<file path="config.mk">
export PLATFORM = sky130hd
export DESIGN_NAME = irq_dispatch_decoder
export DESIGN_NICKNAME = d
export VERILOG_FILES = /design/src/rtl/irq_dispatch_decoder.sv
export SDC_FILE = /design/constraint.sdc
export NUM_CORES = 1
export LEC_CHECK = 0
export ABC_AREA = 1
export CORE_ASPECT_RATIO = 1.75
export CORE_UTILIZATION = 52
export DETAILED_ROUTE_END_ITERATION = 10
export PLACE_DENSITY = 0.8
export SLEW_MARGIN = 0
export SYNTH_ARGS = -nofsm -noshare
export SYNTH_HDL_FRONTEND = slang
export SYNTH_SLANG_ARGS = --single-unit
</file>
<file path="constraint.sdc">
create_clock -name clk -period 1.7 [get_ports clk]
set_clock_uncertainty 0.2 [all_clocks]
set_input_delay 0.34 -clock clk [delete_from_list [all_inputs] [get_ports clk]]
set_output_delay 0.34 -clock clk [all_outputs]
set_load 0.05 [all_outputs]
</file>
<file path="src/rtl/irq_dispatch_decoder.sv">
`default_nettype none
// +------------------------------------------------------------------------+
// | irq_dispatch_decoder: index/valid to held one-hot request, ack/timeout |
// | Revision: 1.0                                                          |
// +------------------------------------------------------------------------+
module irq_dispatch_decoder #(
  parameter int IDX_W   = 2,
  parameter int TIMEOUT = 16,
  parameter int CNT_W   = 8
) (
  input  logic                  clk,
  input  logic                  rst_n,
  input  logic                  in_valid,
  input  logic [IDX_W-1:0]      in_idx,
  output logic                  in_ready,
  output logic [2**IDX_W-1:0]   req_onehot,
  output logic                  req_valid,
  input  logic [2**IDX_W-1:0]   ack,
  output logic                  timeout_err,
  output logic                  spurious_ack,
  output logic [CNT_W-1:0]      done_cnt
);

  localparam int N = 2**IDX_W;
  localparam int TIMER_W = 8;
  localparam logic [N-1:0] ONE = {{(N-1){1'b0}}, 1'b1};
  localparam logic [TIMER_W-1:0] LAST_TICK = TIMER_W'(TIMEOUT - 1);

  typedef enum logic [0:0] {IDLE = 1'b0, PEND = 1'b1} state_t;

  state_t               state, state_d;
  logic [IDX_W-1:0]     sel, sel_d;
  logic [TIMER_W-1:0]   timer, timer_d;
  logic [N-1:0]         onehot_d;
  logic                 valid_d;
  logic                 terr_d;
  logic                 spur_d;
  logic [CNT_W-1:0]     done_d;

  assign in_ready = (state == IDLE);

  always_comb begin
    state_d  = state;
    sel_d    = sel;
    timer_d  = timer;
    onehot_d = req_onehot;
    valid_d  = req_valid;
    terr_d   = 1'b0;
    spur_d   = 1'b0;
    done_d   = done_cnt;
    if (state == IDLE) begin
      if (in_valid) begin
        state_d  = PEND;
        sel_d    = in_idx;
        timer_d  = '0;
        onehot_d = ONE << in_idx;
        valid_d  = 1'b1;
      end
    end else begin
      timer_d = timer + 8'd1;
      // req_onehot holds exactly the selected bit, so its complement masks the rest
      spur_d  = |(ack & ~req_onehot);
      if (ack[sel]) begin
        state_d  = IDLE;
        timer_d  = '0;
        onehot_d = '0;
        valid_d  = 1'b0;
        done_d   = done_cnt + CNT_W'(1);
      end else if (timer == LAST_TICK) begin
        state_d  = IDLE;
        timer_d  = '0;
        onehot_d = '0;
        valid_d  = 1'b0;
        terr_d   = 1'b1;
      end
    end
  end

  always_ff @(posedge clk or negedge rst_n) begin
    if (!rst_n) begin
      state        <= IDLE;
      sel          <= '0;
      timer        <= '0;
      req_onehot   <= '0;
      req_valid    <= 1'b0;
      timeout_err  <= 1'b0;
      spurious_ack <= 1'b0;
      done_cnt     <= '0;
    end else begin
      state        <= state_d;
      sel          <= sel_d;
      timer        <= timer_d;
      req_onehot   <= onehot_d;
      req_valid    <= valid_d;
      timeout_err  <= terr_d;
      spurious_ack <= spur_d;
      done_cnt     <= done_d;
    end
  end

endmodule
`default_nettype wire

</file>
After elaboration in Yosys (flattened, before gate mapping)
Cells that the tools add are included.
W data, S select, Z words.
{"block": "word_totals", "out_inout_bits": 16, "word_cells": 44, "in_bits": 9, "register_bits": 26}
{"block": "op_classes", "muxes": 22, "shift": 1, "eq_ne": 2, "reduce_logical": 5, "add_sub_neg": 2, "order_cmp": 1, "bitwise_logic": 3}
{"op": "$mux W8", "n": 4}
{"op": "$add A8 B1 Y8 const B", "n": 2}
{"op": "$mux W4", "n": 4}
{"op": "$mux W1", "n": 13}
{"op": "$eq A8 B4 Y1 const B", "n": 1}
{"op": "$reduce_and A2 Y1", "n": 3}
{"op": "$and A4 B4 Y4", "n": 1}
{"op": "$not A4 Y4", "n": 1}
{"op": "$reduce_or A4 Y1", "n": 1}
{"op": "$shl A1 B2 Y4 const A", "n": 1}
{"op": "$lt A2 B3 Y1 const B", "n": 1}
{"op": "$ne A3 B1 Y1 const B", "n": 1}
{"op": "$bmux W1 S2", "n": 1}
{"op": "$reduce_bool A2 Y1", "n": 1}
{"op": "$not A1 Y1", "n": 1}

Depth between registers and ports, before layout
{"block": "logic_depth", "depth_word": 4, "mapped_depth": 8, "mapped_depth_nobuf": 8}

Worst setup path before layout
Ideal clock, no wire load.
{"block": "synth_path", "kind": "register -> register", "start": "register done_cnt[0]", "end": "register done_cnt[6]", "path_slack_ps": -11, "path_stages_with_launch": 9, "t_required_ps": 1378, "t_arrival_ps": 1389, "setup_time_ps": 122, "path_buffers": 0, "cell_sequence": "dfrtp_1 ha_1 nand2_1 inv_1 nand3_1 nand2_1 nand2_1 nand2_1 o21ai_1"}
{"block": "synth_between", "elab_chain_cells": 1}
{"element": "from (decl)", "line_no": "21", "source": "output logic [CNT_W-1:0] done_cnt"}
{"element": "from (signal assigned)", "line_no": "97", "source": "done_cnt <= done_d;"}
{"element": "$add A8 B1 Y8", "line_no": "68", "source": "done_d = done_cnt + CNT_W'(1);"}
Every way passes these cells.
A chain may end at the register's enable or synchronous reset.

Final worst setup path
{"block": "layout_path", "start": "register state", "end": "output port in_ready"}
{"block": "layout_between", "elab_chain_cells": 1}
{"element": "from (decl)", "line_no": "31", "source": "state_t state, state_d;"}
{"element": "from (signal assigned)", "line_no": "90", "source": "state <= state_d;"}
{"element": "$not A1 Y1 (no line)"}
{"element": "to (decl)", "line_no": "15", "source": "output logic in_ready,"}
Every way passes these cells.

==> results.md <==
Timing:
- Setup repair after global routing left no endpoint under its margin.
- Final hold analysis gives a worst-case slack of 0.224 ns.
- The max-slew violation count is 0.
- The number of hold-slack violations in the final timing report is 0.
- The total setup violations reported at the end of the flow is 0.
- After layout, the minimum clock period comes to 1.65 ns.
- The remaining max-slew budget at the tightest pin is 77.7%.
- The actual transition at the worst max-transition pin is 0.335 ns.
- For this run, the top clock speed supported by timing is 606 MHz.
- After layout, the worst path uses 97.1% of the clock period.

Detailed routing:
- After detailed routing, the average wire length per cell comes to 13.0 microns.
- The post-detailed-routing wire length is 3020 microns.
- The violation count after the first detailed-route iteration is 58.
- The iteration count of the initial detailed-routing pass is 4.
- For this run, design rule violations remaining after detail routing come to 0.
- Once detail routing completed, the nets flagged for antenna violations numbered 0.
- The ratio of routed vias to standard cells is 5.32.
- The count of vias placed by the detailed router is 1235.

Clock tree:
- Clock latency on the worst-skew pair, taken at its later pin, is 0.28 ns.
- Clock-pin slew was measured on the worst setup and hold paths at 0.09 ns.
- The number of hold buffers added after CTS is 0.
- In this run the number of H-tree levels came out at 1.
- In this run the post-CTS setup repair buffer count came out at 0.
- The root buffer cell is clkbuf_8.
- No sink is reached through more buffers than the 2 on the longest clock path.
- The tree built by TritonCTS fans out to 26 sinks.
- The post-cts gate resize count is 1.
- TritonCTS built the clock tree.
- The number of clock buffers inserted by TritonCTS is 3.

Global route:
- The global-route met1 utilization is 24.7%.
- The number of antenna violations at the first check in global routing is 0.
- The overall fraction of global-route tracks in use is 22.9%.
- The wire length of the first global-routing pass is 5310 microns.
- Global routing consumed, on the met3 layer, 2.52% of the routing resources.
- The total congestion overflow after global routing is 0.
- The via count of the first global-routing pass is 1291.
- The global-route layer with the greatest usage is met2.
- Entering global routing, the biggest net connects 27 pins.
- For met2 alone, demand over resource in global routing was 42.2%.

Logic synthesis:
- The total standard cell area after synthesis is 1440 sq um.
- Of the total synthesized cell area, the portion taken by AND, OR, NAND and NOR gates is 35.7%.
- In this run, distinct cell masters in the synthesized netlist total 25.
- The synthesized netlist devotes 3.05% of its cell area to XOR and XNOR gates.
- The number of instances in the synthesized netlist is 175.
- A synthesized cell averages 8.22 sq um.
- The Yosys step of the flow raised 0 warnings.
- The main combinational cell family by area after synthesis is simple AND/OR/NAND/NOR gates.
- The flip-flop and latch count after synthesis is 26.
- The proportion of synthesized area in mux cells is 0%.
- Sequential cells were found to cover 45.3% of the synthesized design area.
- The adder-cell share of the synthesized area is 1.74%.
- The net count after synthesis is 186.
- The share of the synthesized area in compound gates (AO/OA/AOI/OAI) is 5.57%.

Placement:
- The placed wire-length estimate after detailed placement is 2270 microns.
- After detailed placement, the total cell area comes to 1890 sq um.
- The count of buffers from port buffering is 24.
- The cell count after placement is 228.
- At the end of routability-driven placement, the weighted congestion stood at 0.855.

Worst setup path:
- The critical path arrival is 1.11 ns.
- The critical path in this run is classified as reg -> out.
- The critical path capture point type is an output pin.
- The required time reported for the critical path endpoint is 1.16 ns.
- Along the worst path, the maximum fanout reaches 5.
- STA classifies the critical path startpoint as a flip-flop.

Status:
- The flow ran to the end, and the final reports show no timing, DRC or antenna violations.

Cells and area:
- The repair_antennas step left the layout with diodes totalling 0.
- Summing all multi-input logic gate instances after layout gives 662 sq um.
- Measured on the finished design, the core utilization comes to 76.9%.
- The post-route non-filler standard cell count is 232.
- The filler cells instantiated in the layout total 164.
- The design area is 1960 sq um.
- From synthesis to final layout, the design area changed by 36.6%.
- The number of nets in the finished design is 218.
- The sequential cells in the finished layout cover a total of 653 sq um.
- Cells with a size suffix above 1 make up 21.8% of the layout.

Floorplanning:
- The die area is 2990 sq um.
- The placeable core area is 2550 sq um.
- The top-level I/O count is 25.
- The floorplan step set the die height to 71.6 microns.
- After floorplanning, the core was divided into 24 placement rows.
- The die span in x is 41.7 microns.
- The initial standard-cell utilization of the core is 56.3%.

Run:
- The max-cap violation count is 0.

Pwr:
- The peak ir drop on the vdd network is 1.08 mV.
- In this run the static leakage power is 0.983 nW.
- Dividing total power by cell area gives a power density of 1800 nW/um^2.

Worst hold path:
- The worst hold-check path type is in -> async.
worst paths after layout:
check	startpoint	to	slack, ns	cells after the start
worst max register to register	timer[0]$_DFFE_PN0P_	req_onehot[1]$_DFFE_PN0P_	0.11	8
max in group asynchronous	rst_n	state$_DFF_PN0_	0.80	2
worst min register to register	req_valid$_DFFE_PN0P_	req_valid$_DFFE_PN0P_	0.35	2
worst min-delay path	rst_n	done_cnt[0]$_DFFE_PN0P_	0.22	2
worst max-delay path	state$_DFF_PN0_	in_ready	0.05	2
min in group clk	req_valid$_DFFE_PN0P_	req_valid$_DFFE_PN0P_	0.35	2
state kept, by name, summed over array words and instances, names as in the netlist:
signal	flops
req_valid	1
state	1
timeout_err	1
sel	2
done_cnt	8
spurious_ack	1
timer	8
req_onehot	4
metal layers:
layer,share of wire (%),wire [microns]
met3,4.2,127
met1,40,1190
met2,54,1630
met5,0,0
met4,2.2,65
kinds of logic after synthesis:
kind of cell | after synthesis
simple gates | 97
buf+inv | 30
flops | 26
compound gates | 15
xor+xnor | 5
fa+ha+maj | 2
synth_stat cells:
library cell  count  share of area (%)
nand2_1          56                 15
dfrtp_1          26                 45
inv_1            24                6.3
nand3_1          12                4.2
nand4_1           7                3.0
nor2_1            7                1.8
o21ai_1           6                2.1
nand3_4           4                4.9
o21ai_0           4                1.4
inv_2             3               0.78
nand2_2           3                1.3
xnor2_1           3                1.8
a21oi_1           2               0.70
ha_1              2                1.7
inv_4             2               0.87
nand2_4           2                1.6
nor2_2            2               0.87
o22ai_1           2               0.87
xor2_1            2                1.2
buf_6             1               0.78
nand3_2           1               0.70
nand3b_1          1               0.52
nor2_4            1               0.78
nor2_8            1                1.4
o21bai_1          1               0.52
per-stage QoR:
step           worst slack (ns)  TNS [ns]  total power, mW
2_1_floorplan            0.0343         0             2.14
3_3_place_gp            -0.0193   -0.0218             2.96
5_1_grt                  0.0146         0             3.70
4_1_cts                  0.0460         0             3.55
6_report                 0.0498         0             3.53
3_5_place_dp            -0.0702    -0.365             3.02
worst max-delay path, cell delays in order (launching register included):
cell	delay (ns)
dfrtp_2	0.50
inv_1	0.17
buf_12	0.16
cell type report:
| cell class | count | share of cell area (%) |
|---|---|---|
| clock inverter | 1 | 1.53 |
| multi-input combinational | 119 | 33.7 |
| timing repair buffer | 28 | 21.9 |
| tap | 26 | 1.66 |
| clock buffer | 3 | 2.10 |
| inverter | 29 | 5.80 |
| sequential | 26 | 33.3 |
layout by cell type (no fill, tap or decap), drive strengths merged:
cell,count
a21oi,2
buf,20
bufinv,1
clkbuf,3
clkdlybuf4s50,8
dfrtp,26
ha,2
inv,29
nand2,61
nand3,17
nand3b,1
nand4,7
nor2,11
o21ai,10
o21bai,1
o22ai,2
xnor2,3
xor2,2
where the power goes:
group          switching [mW]  internal [mW]
Combinational            1.07          0.829
Clock                   0.208          0.316
Sequential              0.294          0.808
Note: power is estimated with default switching activity, not from simulation.
